### config.mk
export PLATFORM = sky130hd
export DESIGN_NAME = tictactoe_game_logic_flat
export DESIGN_NICKNAME = d
export VERILOG_FILES = /design/src/rtl/tictactoe_game_logic_if.sv /design/src/rtl/tictactoe_game_logic.sv /design/src/flat_wrapper.sv
export SDC_FILE = /design/constraint.sdc
export NUM_CORES = 1
export LEC_CHECK = 0
export BUFFER_PORTS_ARGS = -buffer_cell sky130_fd_sc_hd__buf_2
export CAP_MARGIN = 40
export CORE_ASPECT_RATIO = 1.25
export CORE_MARGIN = 3
export CORE_UTILIZATION = 33
export DETAILED_ROUTE_END_ITERATION = 6
export GPL_ROUTABILITY_DRIVEN = 0
export HOLD_SLACK_MARGIN = 0.06
export PLACE_DENSITY = 0.48
export SLEW_MARGIN = 30
export SYNTH_ARGS = -nofsm -noshare
export SYNTH_HDL_FRONTEND = slang
export SYNTH_SLANG_ARGS = --single-unit
### constraint.sdc
create_clock -name CLOCK_50 -period 3.25 [get_ports CLOCK_50]
set_input_delay 0.4875 -clock CLOCK_50 [delete_from_list [all_inputs] [get_ports CLOCK_50]]
set_output_delay 0.4875 -clock CLOCK_50 [all_outputs]
set_load 0.03 [all_outputs]
### src/rtl/tictactoe_game_logic_if.sv
// tictactoe_game_logic_if: player buttons in, board/cursor/turn/result out
interface tictactoe_game_logic_if;
  logic btn_next;
  logic btn_place;
  logic btn_restart;
  logic [1:0] block00, block01, block02;
  logic [1:0] block10, block11, block12;
  logic [1:0] block20, block21, block22;
  logic [3:0] selected;
  logic turn;
  logic [1:0] winner;
  logic game_over;
  modport master (
    output btn_next, btn_place, btn_restart,
    input block00, block01, block02, block10, block11, block12, block20, block21, block22,
    input selected, turn, winner, game_over
  );
  modport slave (
    input btn_next, btn_place, btn_restart,
    output block00, block01, block02, block10, block11, block12, block20, block21, block22,
    output selected, turn, winner, game_over
  );
endinterface

### src/rtl/tictactoe_game_logic.sv
// tictactoe_game_logic: board, cursor, turn, win/draw detection and per-turn timeout
module tictactoe_game_logic #(
  parameter int unsigned TIMEOUT_CYCLES = 500_000_000
) (
  input logic CLOCK_50,
  input logic reset,
  tictactoe_game_logic_if.slave bus
);
  typedef enum logic [1:0] {PLAY, CHECK, WIN, DRAW} state_t;
  state_t state_q, state_d;
  logic [8:0][1:0] board_q, board_d;
  logic [3:0] sel_q, sel_d, cnt_q, cnt_d;
  logic turn_q, turn_d, over_q, over_d;
  logic [1:0] winner_q, winner_d, line_w;
  logic [31:0] timer_q, timer_d;
  logic [2:0] btn_q, btn, edges;
  logic timeout, place_ok;

  function automatic logic [1:0] line(input logic [1:0] a, input logic [1:0] b, input logic [1:0] c);
    return (a == b && b == c) ? a : 2'b00;
  endfunction

  assign btn = {bus.btn_restart, bus.btn_place, bus.btn_next};
  assign edges = btn & ~btn_q;
  assign line_w = line(board_q[0], board_q[1], board_q[2]) | line(board_q[3], board_q[4], board_q[5]) |
                  line(board_q[6], board_q[7], board_q[8]) | line(board_q[0], board_q[3], board_q[6]) |
                  line(board_q[1], board_q[4], board_q[7]) | line(board_q[2], board_q[5], board_q[8]) |
                  line(board_q[0], board_q[4], board_q[8]) | line(board_q[2], board_q[4], board_q[6]);
  assign timeout = TIMEOUT_CYCLES != 0 && timer_q == 32'(TIMEOUT_CYCLES - 1);
  assign place_ok = edges[1] && board_q[sel_q] == 2'b00;

  always_comb begin
    state_d = state_q;
    board_d = board_q;
    sel_d = sel_q;
    cnt_d = cnt_q;
    turn_d = turn_q;
    over_d = over_q;
    winner_d = winner_q;
    timer_d = timer_q;
    if (edges[2]) begin
      state_d = PLAY;
      board_d = '0;
      sel_d = '0;
      cnt_d = '0;
      turn_d = 1'b0;
      over_d = 1'b0;
      winner_d = 2'b00;
      timer_d = '0;
    end else if (state_q == PLAY) begin
      sel_d = edges[0] ? (sel_q == 4'd8 ? 4'd0 : sel_q + 4'd1) : sel_q;
      timer_d = (place_ok || timeout) ? '0 : timer_q + 32'd1;
      turn_d = (!place_ok && timeout) ? ~turn_q : turn_q;
      if (place_ok) begin
        board_d[sel_q] = {turn_q, ~turn_q};
        cnt_d = cnt_q + 4'd1;
        state_d = CHECK;
      end
    end else if (state_q == CHECK) begin
      over_d = line_w != 2'b00 || cnt_q == 4'd9;
      winner_d = line_w != 2'b00 ? line_w : cnt_q == 4'd9 ? 2'b11 : 2'b00;
      turn_d = over_d ? turn_q : ~turn_q;
      state_d = line_w != 2'b00 ? WIN : cnt_q == 4'd9 ? DRAW : PLAY;
    end
  end

  always_ff @(posedge CLOCK_50) begin
    if (reset) begin
      state_q <= PLAY;
      board_q <= '0;
      sel_q <= '0;
      cnt_q <= '0;
      turn_q <= 1'b0;
      over_q <= 1'b0;
      winner_q <= 2'b00;
      timer_q <= '0;
      btn_q <= '1;
    end else begin
      state_q <= state_d;
      board_q <= board_d;
      sel_q <= sel_d;
      cnt_q <= cnt_d;
      turn_q <= turn_d;
      over_q <= over_d;
      winner_q <= winner_d;
      timer_q <= timer_d;
      btn_q <= btn;
    end
  end

  assign bus.block00 = board_q[0];
  assign bus.block01 = board_q[1];
  assign bus.block02 = board_q[2];
  assign bus.block10 = board_q[3];
  assign bus.block11 = board_q[4];
  assign bus.block12 = board_q[5];
  assign bus.block20 = board_q[6];
  assign bus.block21 = board_q[7];
  assign bus.block22 = board_q[8];
  assign bus.selected = sel_q;
  assign bus.turn = turn_q;
  assign bus.winner = winner_q;
  assign bus.game_over = over_q;
endmodule

### src/flat_wrapper.sv
// flat-port wrapper written by rule: the top's interface ports become plain ports
module tictactoe_game_logic_flat 
#(
  parameter int unsigned TIMEOUT_CYCLES = 500_000_000
)
  (CLOCK_50, reset, bus_btn_next, bus_btn_place, bus_btn_restart, bus_block00, bus_block01, bus_block02, bus_block10, bus_block11, bus_block12, bus_block20, bus_block21, bus_block22, bus_selected, bus_turn, bus_winner, bus_game_over);
  tictactoe_game_logic_if bus_i ();
  input logic CLOCK_50;
  input logic reset;
  input wire logic [$bits(bus_i.btn_next)-1:0] bus_btn_next;
  input wire logic [$bits(bus_i.btn_place)-1:0] bus_btn_place;
  input wire logic [$bits(bus_i.btn_restart)-1:0] bus_btn_restart;
  output wire logic [$bits(bus_i.block00)-1:0] bus_block00;
  output wire logic [$bits(bus_i.block01)-1:0] bus_block01;
  output wire logic [$bits(bus_i.block02)-1:0] bus_block02;
  output wire logic [$bits(bus_i.block10)-1:0] bus_block10;
  output wire logic [$bits(bus_i.block11)-1:0] bus_block11;
  output wire logic [$bits(bus_i.block12)-1:0] bus_block12;
  output wire logic [$bits(bus_i.block20)-1:0] bus_block20;
  output wire logic [$bits(bus_i.block21)-1:0] bus_block21;
  output wire logic [$bits(bus_i.block22)-1:0] bus_block22;
  output wire logic [$bits(bus_i.selected)-1:0] bus_selected;
  output wire logic [$bits(bus_i.turn)-1:0] bus_turn;
  output wire logic [$bits(bus_i.winner)-1:0] bus_winner;
  output wire logic [$bits(bus_i.game_over)-1:0] bus_game_over;
  assign bus_i.btn_next = bus_btn_next;
  assign bus_i.btn_place = bus_btn_place;
  assign bus_i.btn_restart = bus_btn_restart;
  assign bus_block00 = bus_i.block00;
  assign bus_block01 = bus_i.block01;
  assign bus_block02 = bus_i.block02;
  assign bus_block10 = bus_i.block10;
  assign bus_block11 = bus_i.block11;
  assign bus_block12 = bus_i.block12;
  assign bus_block20 = bus_i.block20;
  assign bus_block21 = bus_i.block21;
  assign bus_block22 = bus_i.block22;
  assign bus_selected = bus_i.selected;
  assign bus_turn = bus_i.turn;
  assign bus_winner = bus_i.winner;
  assign bus_game_over = bus_i.game_over;
  tictactoe_game_logic #(.TIMEOUT_CYCLES(TIMEOUT_CYCLES)) u_core (.CLOCK_50(CLOCK_50), .reset(reset), .bus(bus_i));
endmodule
==> out/results.tsv <==
metric	value	unit
Hold Path Depth	2	
run status	complete, no violations	
hold_ws	0.373	ns
Final Hold Fails	0	
Post-synth EDFFs	0	
CP endpoint kind	flip-flop	
post-route ant nets	0	
FF-to-FF End	u_core.bus.block02[0]	
Sink Count	67	
CTS tree	built	
DRT iter0 DRCs	130	
met1 WL	3660	µm
fillers	1047	
post-synthesis register bit count	67	
Cells after Synth	411	
first-pass GRT wire length	14400	µm
Max Slew Vio Count	0	
leak pwr	1.53	nW
layout cells sized above 1	14.5	%
ranking of synthesized cells by area	dfxtp_1 (40%), nor2_1 (6.6%), nand3_1 (5.5%), xor2_1 (4.9%), xnor2_1 (3.6%)	
final setup violation count	0	
Total Nets Final	448	
I/O pin cnt	31	
drt first pass iters	4	
CTS max path bufs	2	
wire length per cell	15.0	µm
clk_lat worst skew	0.32	ns
synth warn	0	
post-synth cell types	55	
Max Cap Viol	0	
Cell Rows	40	
total core area	0.00981	mm²
die height	119	µm
Post-DP HPWL	6030	µm
Setup Buffers After CTS	0	
share of the synthesized area in the top cell type	39.7	%
Met3 Routed Length	321	µm
R2R Path Start	u_core.bus.selected[0]	
CP Data Required Time	3.45	ns
Cell Pwr Density	478	mW/mm²
full die area	0.0115	mm²
syn_nets	423	
Vias/cell	5.27	
area leader, netlist	dfxtp_1	
routed length on met2	4330	µm
CP arrival	2.75	ns
DIE WIDTH	96.5	µm
Placement Cell Area	0.00361	mm²
clock-pin slew on the worst setup and hold paths	0.05	ns
FF-to-FF setup slack	0.70	ns
post-synthesis sequential area ratio	39.7	%
Top Metal Used	met4	
Mapped Area	0.00338	mm²
min Tclk post-route	2.55	ns
area grow syn2layout	15.9	%
worst slew pin tran	0.743	ns
initial antenna violation count	0	
via count	2987	
htree depth	3	
HP Class	input port to flip-flop	
Hold Buf Count CTS	0	
Finished Cell Area	0.00392	mm²
period utilization	78.4	%
gr ovfl total	0	
drc violations	0	
total track usage	15.8	%
VDD IR max	249	µV
Fmax achieved	392	MHz
initial core utilization	34.5	%
CP Class	flip-flop to flip-flop	
Antenna diodes	0	
number of port buffers	30	
worst clock skew	0.00349	ns
drt total wl	8500	µm
Inserted Clock Buffers	9	
Worst Reg-to-Reg Cells	7	
crit path max fanout	17	
Sum Neg Setup Slack	0	ns
CP Launch Type	flip-flop	
relative slew slack	50.0	%
vias in the first global route	2908	
RSZ-0062 raised after global routing	false	
WHS Endpoint	u_core.btn_q[0]	
pin count of the biggest net entering global routing	31	
FFs w/ async S/R, synth	0	%
Avg Inst Size Synth	8.22	µm²
Root Buffer	clkbuf_16	
min-delay src	bus_btn_next	
Post-CTS Resized	0	
Synth Flop Type	dfxtp_1	
-- cells in the mapped netlist, drive strengths merged (9+ instances only) --
cell    count
xor2       19
a21oi      18
nand2      24
nor3       22
nand3      40
nand4      11
o31ai       9
buf        11
o21ai      14
and3       13
clkbuf      9
xnor2      14
or3         9
nor2       61
dfxtp      67
-- sequential cells by signal (all words and copies together) (netlist names) --
signal                cells
u_core.bus.turn           1
u_core.bus.block21        2
u_core.bus.game_over      1
u_core.bus.block22        2
u_core.bus.block11        2
u_core.bus.block10        2
u_core.bus.block02        2
u_core.bus.block01        2
u_core.btn_q              3
u_core.bus.selected       4
u_core.bus.block20        2
u_core.bus.block12        2
u_core.state_q            2
u_core.timer_q           32
u_core.bus.block00        2
u_core.bus.winner         2
u_core.cnt_q              4
-- final cells by class --
class,instances,area [µm²],area share [%]
clock inverter,5,52.6,1.34
multi-input combinational,315,1900,48.5
timing repair buffer,34,188,4.79
inverter,9,33.8,0.863
clock buffer,11,243,6.20
sequential,67,1340,34.2
tap,126,158,4.03
-- per-stage QoR --
step / worst slack [ns] / instances / utilization [%] / total power [mW]
finish: 0.702 / 567 / 39.9 / 1.87
CTS: 0.697 / 566 / 39.8 / 1.90
floorplan: 0.933 / 411 / - / 0.911
detailed placement: 0.715 / 550 / 36.8 / 0.932
global route: 0.426 / 567 / 39.9 / 1.95
global placement: 0.788 / 550 / 36.8 / 0.931
-- worst max-delay path, stage by stage (launching register included) --
cell and delay, ns:
dfxtp_1 0.56, inv_1 0.18, o311a_1 0.38, o32ai_1 0.14, and4_1 0.69, nand3_1 0.25, nand3_1 0.14, o21ai_0 0.08
-- placed cells by master, fill, tap and decap left out, types with 2 or more instances in the layout --
cell	n
o22ai_1	5
nand2b_4	2
nor4b_1	2
o311a_1	2
xnor2_1	14
buf_4	3
nand4_1	11
a221oi_1	2
nor3b_1	2
xor2_1	19
nand2_1	24
nand3_1	37
clkinv_2	3
o31ai_1	9
nor2_1	59
or3_1	9
nor3_1	22
ha_1	7
a21o_1	2
mux2i_1	3
and3_1	13
nor4_1	5
nor2b_1	2
dfxtp_1	67
nand3_2	3
a21oi_1	18
buf_2	30
or2_2	5
clkbuf_16	9
o21ai_0	13
inv_1	8
nand3b_1	2
-- layer usage --
metal	track usage, %	vias up
li1	-	1518
met1	18.9	1393
met2	26.7	62
met3	2.65	14
met4	7.81	0
met5	0	-
-- cell families after synthesis --
group                    after synthesis  share of synthesized area (%)
AND/OR/NAND/NOR                      210                           32.3
flip-flops                            67                           39.7
AO/OA/AOI/OAI                         62                           11.8
XOR/XNOR                              33                           8.55
buffers and inverters                 29                           4.18
adder cells (fa/ha/maj)                7                           2.59
multiplexers                           3                          0.889
-- power breakdown --
group	switching (mW)	total [mW]	leakage, nW	internal, mW
sequential	0.00890	0.839	0.541	0.830
clock	0.347	0.958	0.145	0.610
combinational	0.0501	0.0760	0.844	0.0260
-- worst max-delay path by stage --
| stage | startpoint | endpoint | slack (ns) | cells after the start |
|---|---|---|---|---|
| 2_1_floorplan | u_core.bus.selected[1] | u_core.cnt_q[2] | 0.93 | 9 |
| 3_3_place_gp | u_core.bus.selected[0] | u_core.bus.block21[1] | 0.79 | 7 |
| 3_5_place_dp | u_core.bus.selected[0] | u_core.bus.block02[1] | 0.72 | 7 |
| 4_1_cts | u_core.bus.selected[0] | u_core.bus.block22[1] | 0.70 | 7 |
| 5_1_grt | u_core.bus.selected[0] | u_core.bus.block02[1] | 0.43 | 6 |
| 6_report | u_core.bus.selected[0] | u_core.bus.block02[0] | 0.70 | 7 |
Note: power is estimated with default switching activity, not from simulation.
